`src/rtl/unidade_controle_pkg.sv`:
```
// Shared types and constants for the control unit: FSM states, opcode
// encodings and the controle values that select long (hi/lo) ALU operations.
package unidade_controle_pkg;

   typedef enum logic [2:0] {
      ST_IDLE   = 3'd0,
      ST_FETCH  = 3'd1,
      ST_DECODE = 3'd2,
      ST_EXEC   = 3'd3,
      ST_WB     = 3'd4,
      ST_HALTED = 3'd5
   } state_t;

   localparam logic [5:0] OPC_NOP        = 6'b010000;
   localparam logic [5:0] OPC_HALT       = 6'b111111;
   localparam logic [1:0] OPC_ALU_PREFIX = 2'b00;

   // ALU selects that take LONG_OP_CYCLES in EXEC (64-bit hi/lo results)
   localparam logic [3:0] CTRL_LONG_HI = 4'hE;
   localparam logic [3:0] CTRL_LONG_LO = 4'hF;

endpackage

```
`src/rtl/unidade_controle_if.sv`:
```
// Instruction-fetch bus between the control unit (master, drives the
// address) and the instruction memory (slave, returns the word).
interface unidade_controle_if #(
   parameter int PC_WIDTH = 8
);
   logic [31:0]         instr;
   logic                instr_valid;
   logic                instr_ready;
   logic [PC_WIDTH-1:0] pc;

   modport master (
      input  instr,
      input  instr_valid,
      output instr_ready,
      output pc
   );

   modport slave (
      output instr,
      output instr_valid,
      input  instr_ready,
      input  pc
   );
endinterface

```
`src/rtl/unidade_controle_decodificador.sv`:
```
// Purely combinational instruction decoder: splits the word into register
// fields and classifies the opcode as ALU / long ALU / NOP / HALT / illegal.
module decodificador_instr
   import unidade_controle_pkg::*;
(
   input  logic [31:0] instr,
   output logic        is_alu,
   output logic        is_long,
   output logic        is_nop,
   output logic        is_halt,
   output logic        is_illegal,
   output logic [5:0]  rd,
   output logic [5:0]  rs1,
   output logic [5:0]  rs2,
   output logic [3:0]  op
);
   logic [5:0] opcode;
   logic       unused_low_bits;

   assign opcode = instr[31:26];
   assign rd     = instr[25:20];
   assign rs1    = instr[19:14];
   assign rs2    = instr[13:8];

   // Low byte carries no meaning for the control unit
   assign unused_low_bits = ^instr[7:0];

   // Opcode classification; anything not ALU, NOP or HALT is illegal
   always_comb begin
      is_alu     = (opcode[5:4] == OPC_ALU_PREFIX);
      op         = is_alu ? opcode[3:0] : 4'h0;
      is_long    = is_alu && ((opcode[3:0] == CTRL_LONG_HI) || (opcode[3:0] == CTRL_LONG_LO));
      is_nop     = (opcode == OPC_NOP);
      is_halt    = (opcode == OPC_HALT);
      is_illegal = !(is_alu || is_nop || is_halt);
   end

endmodule

```
`src/rtl/unidade_controle.sv`:
```
// Multi-cycle control unit: fetches an instruction over the fetch bus,
// decodes it, drives the ALU select for one or LONG_OP_CYCLES cycles and
// issues a single register-file write per ALU instruction.
module unidade_controle
   import unidade_controle_pkg::*;
#(
   parameter int PC_WIDTH       = 8,
   parameter int LONG_OP_CYCLES = 2
) (
   input  logic                clock,
   input  logic                reset_n,
   input  logic                start,
   unidade_controle_if.master  bus,
   output logic [3:0]          controle,
   output logic                writeRegs,
   output logic [5:0]          endereco_escrita,
   output logic [5:0]          endereco_leitura1,
   output logic [5:0]          endereco_leitura2,
   output logic                busy,
   output logic                halted,
   output logic                illegal_op
);
   localparam int CNT_W = (LONG_OP_CYCLES > 1) ? $clog2(LONG_OP_CYCLES) : 1;

   state_t              state_q, state_d;
   logic [PC_WIDTH-1:0] pc_q, pc_d;
   logic [31:0]         ir_q, ir_d;
   logic [CNT_W-1:0]    cnt_q, cnt_d;

   logic       is_alu, is_long, is_nop, is_halt, is_illegal;
   logic [5:0] rd, rs1, rs2;
   logic [3:0] op;

   decodificador_instr u_dec (
      .instr      (ir_q),
      .is_alu     (is_alu),
      .is_long    (is_long),
      .is_nop     (is_nop),
      .is_halt    (is_halt),
      .is_illegal (is_illegal),
      .rd         (rd),
      .rs1        (rs1),
      .rs2        (rs2),
      .op         (op)
   );

   // State, pc, instruction register and EXEC down-counter
   always_ff @(posedge clock) begin
      // NOTE: sequential state uses <= so every flop samples pre-edge values;
      // the instruction register is a single word, so it is reset like any flop.
      if (!reset_n) begin
         state_q <= ST_IDLE;
         pc_q    <= '0;
         ir_q    <= '0;
         cnt_q   <= '0;
      end else begin
         state_q <= state_d;
         pc_q    <= pc_d;
         ir_q    <= ir_d;
         cnt_q   <= cnt_d;
      end
   end

   // Next-state, pc and counter logic
   always_comb begin
      // NOTE: every variable gets a hold default first so no path infers a latch.
      state_d = state_q;
      pc_d    = pc_q;
      ir_d    = ir_q;
      cnt_d   = cnt_q;
      unique case (state_q)
         ST_IDLE: begin
            if (start) state_d = ST_FETCH;
         end
         ST_FETCH: begin
            if (bus.instr_valid) begin
               ir_d    = bus.instr;
               state_d = ST_DECODE;
            end
         end
         ST_DECODE: begin
            if (is_halt) begin
               state_d = ST_HALTED;
            end else if (is_alu) begin
               // Counter holds the number of EXEC cycles still to follow
               cnt_d   = is_long ? CNT_W'(LONG_OP_CYCLES - 1) : '0;
               state_d = ST_EXEC;
            end else if (is_nop || is_illegal) begin
               pc_d    = pc_q + PC_WIDTH'(1);
               state_d = ST_FETCH;
            end
         end
         ST_EXEC: begin
            if (cnt_q == '0) state_d = ST_WB;
            else             cnt_d   = cnt_q - CNT_W'(1);
         end
         ST_WB: begin
            pc_d    = pc_q + PC_WIDTH'(1);
            state_d = ST_FETCH;
         end
         ST_HALTED: begin
            state_d = ST_HALTED;
         end
         default: begin
            state_d = ST_IDLE;
         end
      endcase
   end

   // Moore outputs decoded from the current state and instruction register
   always_comb begin
      bus.instr_ready   = 1'b0;
      busy              = 1'b0;
      halted            = 1'b0;
      illegal_op        = 1'b0;
      controle          = 4'h0;
      writeRegs         = 1'b0;
      endereco_escrita  = 6'd0;
      endereco_leitura1 = 6'd0;
      endereco_leitura2 = 6'd0;

      bus.instr_ready = (state_q == ST_FETCH);
      busy            = (state_q != ST_IDLE) && (state_q != ST_HALTED);
      halted          = (state_q == ST_HALTED);
      illegal_op      = (state_q == ST_DECODE) && is_illegal;
      writeRegs       = (state_q == ST_WB);

      if ((state_q == ST_EXEC) || (state_q == ST_WB)) controle = op;

      if ((state_q == ST_DECODE) || (state_q == ST_EXEC) || (state_q == ST_WB)) begin
         endereco_escrita  = rd;
         endereco_leitura1 = rs1;
         endereco_leitura2 = rs2;
      end
   end

   assign bus.pc = pc_q;

endmodule

```
`src/flat_wrapper.sv`:
```
// flat-port wrapper written by rule: the top's interface ports become plain ports
module unidade_controle_flat import unidade_controle_pkg::*;
#(
   parameter int PC_WIDTH       = 8,
   parameter int LONG_OP_CYCLES = 2
)
  (clock, reset_n, start, controle, writeRegs, endereco_escrita, endereco_leitura1, endereco_leitura2, busy, halted, illegal_op, bus_instr, bus_instr_valid, bus_instr_ready, bus_pc);
  unidade_controle_if #(.PC_WIDTH(PC_WIDTH)) bus_i ();
  input  logic clock;
  input  logic reset_n;
  input  logic start;
  output logic [3:0] controle;
  output logic writeRegs;
  output logic [5:0] endereco_escrita;
  output logic [5:0] endereco_leitura1;
  output logic [5:0] endereco_leitura2;
  output logic busy;
  output logic halted;
  output logic illegal_op;
  input wire logic [$bits(bus_i.instr)-1:0] bus_instr;
  input wire logic [$bits(bus_i.instr_valid)-1:0] bus_instr_valid;
  output wire logic [$bits(bus_i.instr_ready)-1:0] bus_instr_ready;
  output wire logic [$bits(bus_i.pc)-1:0] bus_pc;
  assign bus_i.instr = bus_instr;
  assign bus_i.instr_valid = bus_instr_valid;
  assign bus_instr_ready = bus_i.instr_ready;
  assign bus_pc = bus_i.pc;
  unidade_controle #(.PC_WIDTH(PC_WIDTH), .LONG_OP_CYCLES(LONG_OP_CYCLES)) u_core (.clock(clock), .reset_n(reset_n), .start(start), .bus(bus_i), .controle(controle), .writeRegs(writeRegs), .endereco_escrita(endereco_escrita), .endereco_leitura1(endereco_leitura1), .endereco_leitura2(endereco_leitura2), .busy(busy), .halted(halted), .illegal_op(illegal_op));
endmodule
```
`config.mk`:
```
export PLATFORM = sky130hd
export DESIGN_NAME = unidade_controle_flat
export DESIGN_NICKNAME = d
export VERILOG_FILES = /design/src/rtl/unidade_controle_pkg.sv /design/src/rtl/unidade_controle_if.sv /design/src/rtl/unidade_controle_decodificador.sv /design/src/rtl/unidade_controle.sv /design/src/flat_wrapper.sv
export SDC_FILE = /design/constraint.sdc
export NUM_CORES = 1
export LEC_CHECK = 0
export BUFFER_PORTS_ARGS = -buffer_cell sky130_fd_sc_hd__buf_2
export CAP_MARGIN = 0
export CORE_MARGIN = 5
export CORE_UTILIZATION = 55
export CTS_CLUSTER_SIZE = 25
export DETAILED_ROUTE_END_ITERATION = 8
export PLACE_DENSITY = 0.83
export SYNTH_ARGS = -nofsm -noshare
export SYNTH_HDL_FRONTEND = slang
export SYNTH_HIERARCHICAL = 1
export SYNTH_SLANG_ARGS = --single-unit
```
`constraint.sdc`:
```
create_clock -name clock -period 3.4 [get_ports clock]
set_clock_uncertainty 0.2 [all_clocks]
set_input_delay 0.17 -clock clock [delete_from_list [all_inputs] [get_ports clock]]
set_output_delay 0.17 -clock clock [all_outputs]
set_load 0.01 [all_outputs]
```
==> impl_results.md <==
* Outcome: finished clean
* Multi-input gate area at 0.00101 mm^2
* FMAX at 381 MHz
* Comb power frac at 18.0%
* DIE HEIGHT at 69.5 um
* # diodes at 0
* First-pass GRT wire length at 7.96 mm
* Max FO, Critical Path at 14
* Post-route cell area at 0.00246 mm^2
* Wire per inst at 12.7 um
* # DRC at 0
* CTS resizes at 0
* Final hold vios at 0
* Htree depth at 2
* RD Place Congestion at 0.843
* Hold Path Class: in2reg
* RSZ-0062 raised after global routing: false
* Worst path arrival time at 2.70 ns
* Postcts setup bufs at 0
* # rows at 21
* Number of port buffers at 62
* Vias in the first global route at 1776
* Die area at 0.00483 mm^2
* Setup TNS at 0 ns
* Leakage at 1.03 nW
* HP Start: start
* GRT Total Usage at 19.8%
* Slew Viols, Final at 0
* Final WL at 4.66 mm
* DR vias at 1894
* Root Buffer: clkbuf_4
* I/O Pins at 71
* Starting DRT DRC Count at 184
* Dpl hpwl at 2.94 mm
* R2R cell count at 6
* Pwr/cell area at 379 mW/mm^2
* Clock share of power at 31.7%
* Hold EP: u_core/state_q[1]
* Reg-to-Reg End: u_core/bus.pc[4]
* Starting Density at 57.4%
* Syn_area_per_cell at 7.51 um^2
* Largest net degree at the start of global routing at 25
* Layout overhead on the synthesized area at 26.3%
* Ys Warns at 6
* Period minus WS final at 2.62 ns
* Syn Inst Count at 259
* Final core occ at 72.5%
* Crit start category: register
* Share of cells above drive strength 1 at 23.3%
* Worst VDD drop at 0.259 mV
* Relative slew slack at 46.5%
* Internal Power at 0.000677 W
* TritonCTS buffer count at 5
* NetSw at 0.000255 W
* CTS tree: done
* Register area at 721 um^2
* Number of antenna violations at the first check in global routing at 0
* Worst Tran Pin Value at 0.801 ns
* Switching share of total power at 27.4%
* Crit end category: register
* CTS clk-pin slew, worst paths at 0.11 ns
* Register-to-register setup slack at 0.78 ns
* Clk sinks at 36
* Max-cap violations at 0
* Critical path type: reg2reg
* FILL cells at 279
* Syn_nets at 296
* Core Area at 0.00339 mm^2
* Clock tree buffer depth at 2
* Drt first pass iters at 4
* Final net count at 358
* Final Setup Violations at 0
* DRT antenna net count at 0
* FF-to-FF Start: u_core/ir_q[26]
* Worst path required time at 3.47 ns
* Worst-skew pair later-pin latency at 0.34 ns
* Synth Cell Area at 0.00195 mm^2
* Post-DP Area at 0.00213 mm^2
* Vias/cell at 5.15
* Gr ovfl total at 0
* Die W at 69.5 um
* Ratio of final minimum period to clock period at 77.2%
* WHS Path Cells at 4
* Flop pwr share at 50.3%
-- final cells by class --
class                           count  area share (%)
Multi-Input combinational cell    185            41.0
Timing Repair Buffer               90            23.7
Inverter                            3           0.458
Tap cell                           46            2.34
Clock inverter                      2            1.43
Sequential cell                    36            29.3
Clock buffer                        6            1.68
-- worst max-delay path by stage --
stage	start	endpoint	slack, ns	cells past startpoint
after detailed placement	u_core/ir_q[27]	u_core/bus.pc[4]	0.80	6
after floorplan	u_core/ir_q[27]	u_core/bus.pc[7]	1.07	7
final	u_core/ir_q[26]	u_core/bus.pc[4]	0.78	6
after global placement	u_core/ir_q[27]	u_core/bus.pc[4]	0.85	6
after CTS	u_core/ir_q[26]	u_core/bus.pc[4]	0.79	6
after global routing	u_core/ir_q[27]	u_core/bus.pc[4]	0.68	6
-- per-stage QoR --
| step | power [W] | hold WS, ns | instances | setup slack (ns) |
|---|---|---|---|---|
| final | 0.000932 | 0.0241 | 368 | 0.776 |
| after detailed placement | 0.000621 | 0.217 | 335 | 0.805 |
| after CTS | 0.000936 | 0.00940 | 368 | 0.792 |
| after global routing | 0.000985 | 0.0476 | 368 | 0.679 |
| after floorplan | 0.000590 | 0.0878 | 259 | 1.07 |
| after global placement | 0.000618 | 0.212 | 335 | 0.855 |
-- routing by layer --
| metal | up-vias | global-route usage, % | part of all wire (%) |
|---|---|---|---|
| met3 | 8 | 6.52 | 6.3 |
| met1 | 852 | 22.3 | 43 |
| met4 | 0 | 5.86 | 1.3 |
| li1 | 981 | - | - |
| met5 | - | 0 | 0 |
| met2 | 53 | 35.3 | 50 |
-- worst max-delay path, stage by stage (launching register included) --
cell and delay (ns):
dfxtp_1 0.36, or4_4 0.52, nor3b_2 0.19, nor2_1 0.10, o41a_1 0.49, or4_1 0.56
a21oi_1 0.14
-- flip-flops by register name, indices dropped and copies added, names as in the netlist --
name,cells
u_core/bus.pc,8
u_core/cnt_q,1
u_core/ir_q,24
u_core/state_q,3
-- cells in the final DEF, fill, tap and decap left out, types with 2 or more instances in the layout --
cell            n
clkbuf_4        5
o21ai_1         3
dlygate4sd3_1  25
and2_1          9
buf_4           3
nand2_1        53
a21oi_1        33
nor3b_1         2
buf_2          62
nand2b_1        6
nor2b_1        21
o41a_1          2
nor3_1          3
nor2_1         10
nand3_1         3
dfxtp_1        36
a21o_1          2
nand3b_1        2
o21ai_0         6
nand4b_1        2
or3_1           5
o31a_1          2
a211oi_1        2
inv_1           2
-- power by group through the flow --
stage / clock [W] / sequential (W) / combinational, W
6_report: 0.000295 / 0.000469 / 0.000168
5_1_grt: 0.000323 / 0.000474 / 0.000188
4_1_cts: 0.000302 / 0.000468 / 0.000166
3_5_place_dp: 0 / 0.000478 / 0.000143
3_3_place_gp: 0 / 0.000477 / 0.000141
2_1_floorplan: 0 / 0.000463 / 0.000126
-- repair_timing --
| action | 4_1_cts | 5_1_grt |
|---|---|---|
| hold buffers | 25 | 0 |
| endpoints found under the hold margin | 26 | 0 |
| endpoints found under the setup margin | 0 | 0 |
Note: power is estimated with default switching activity, not from simulation.
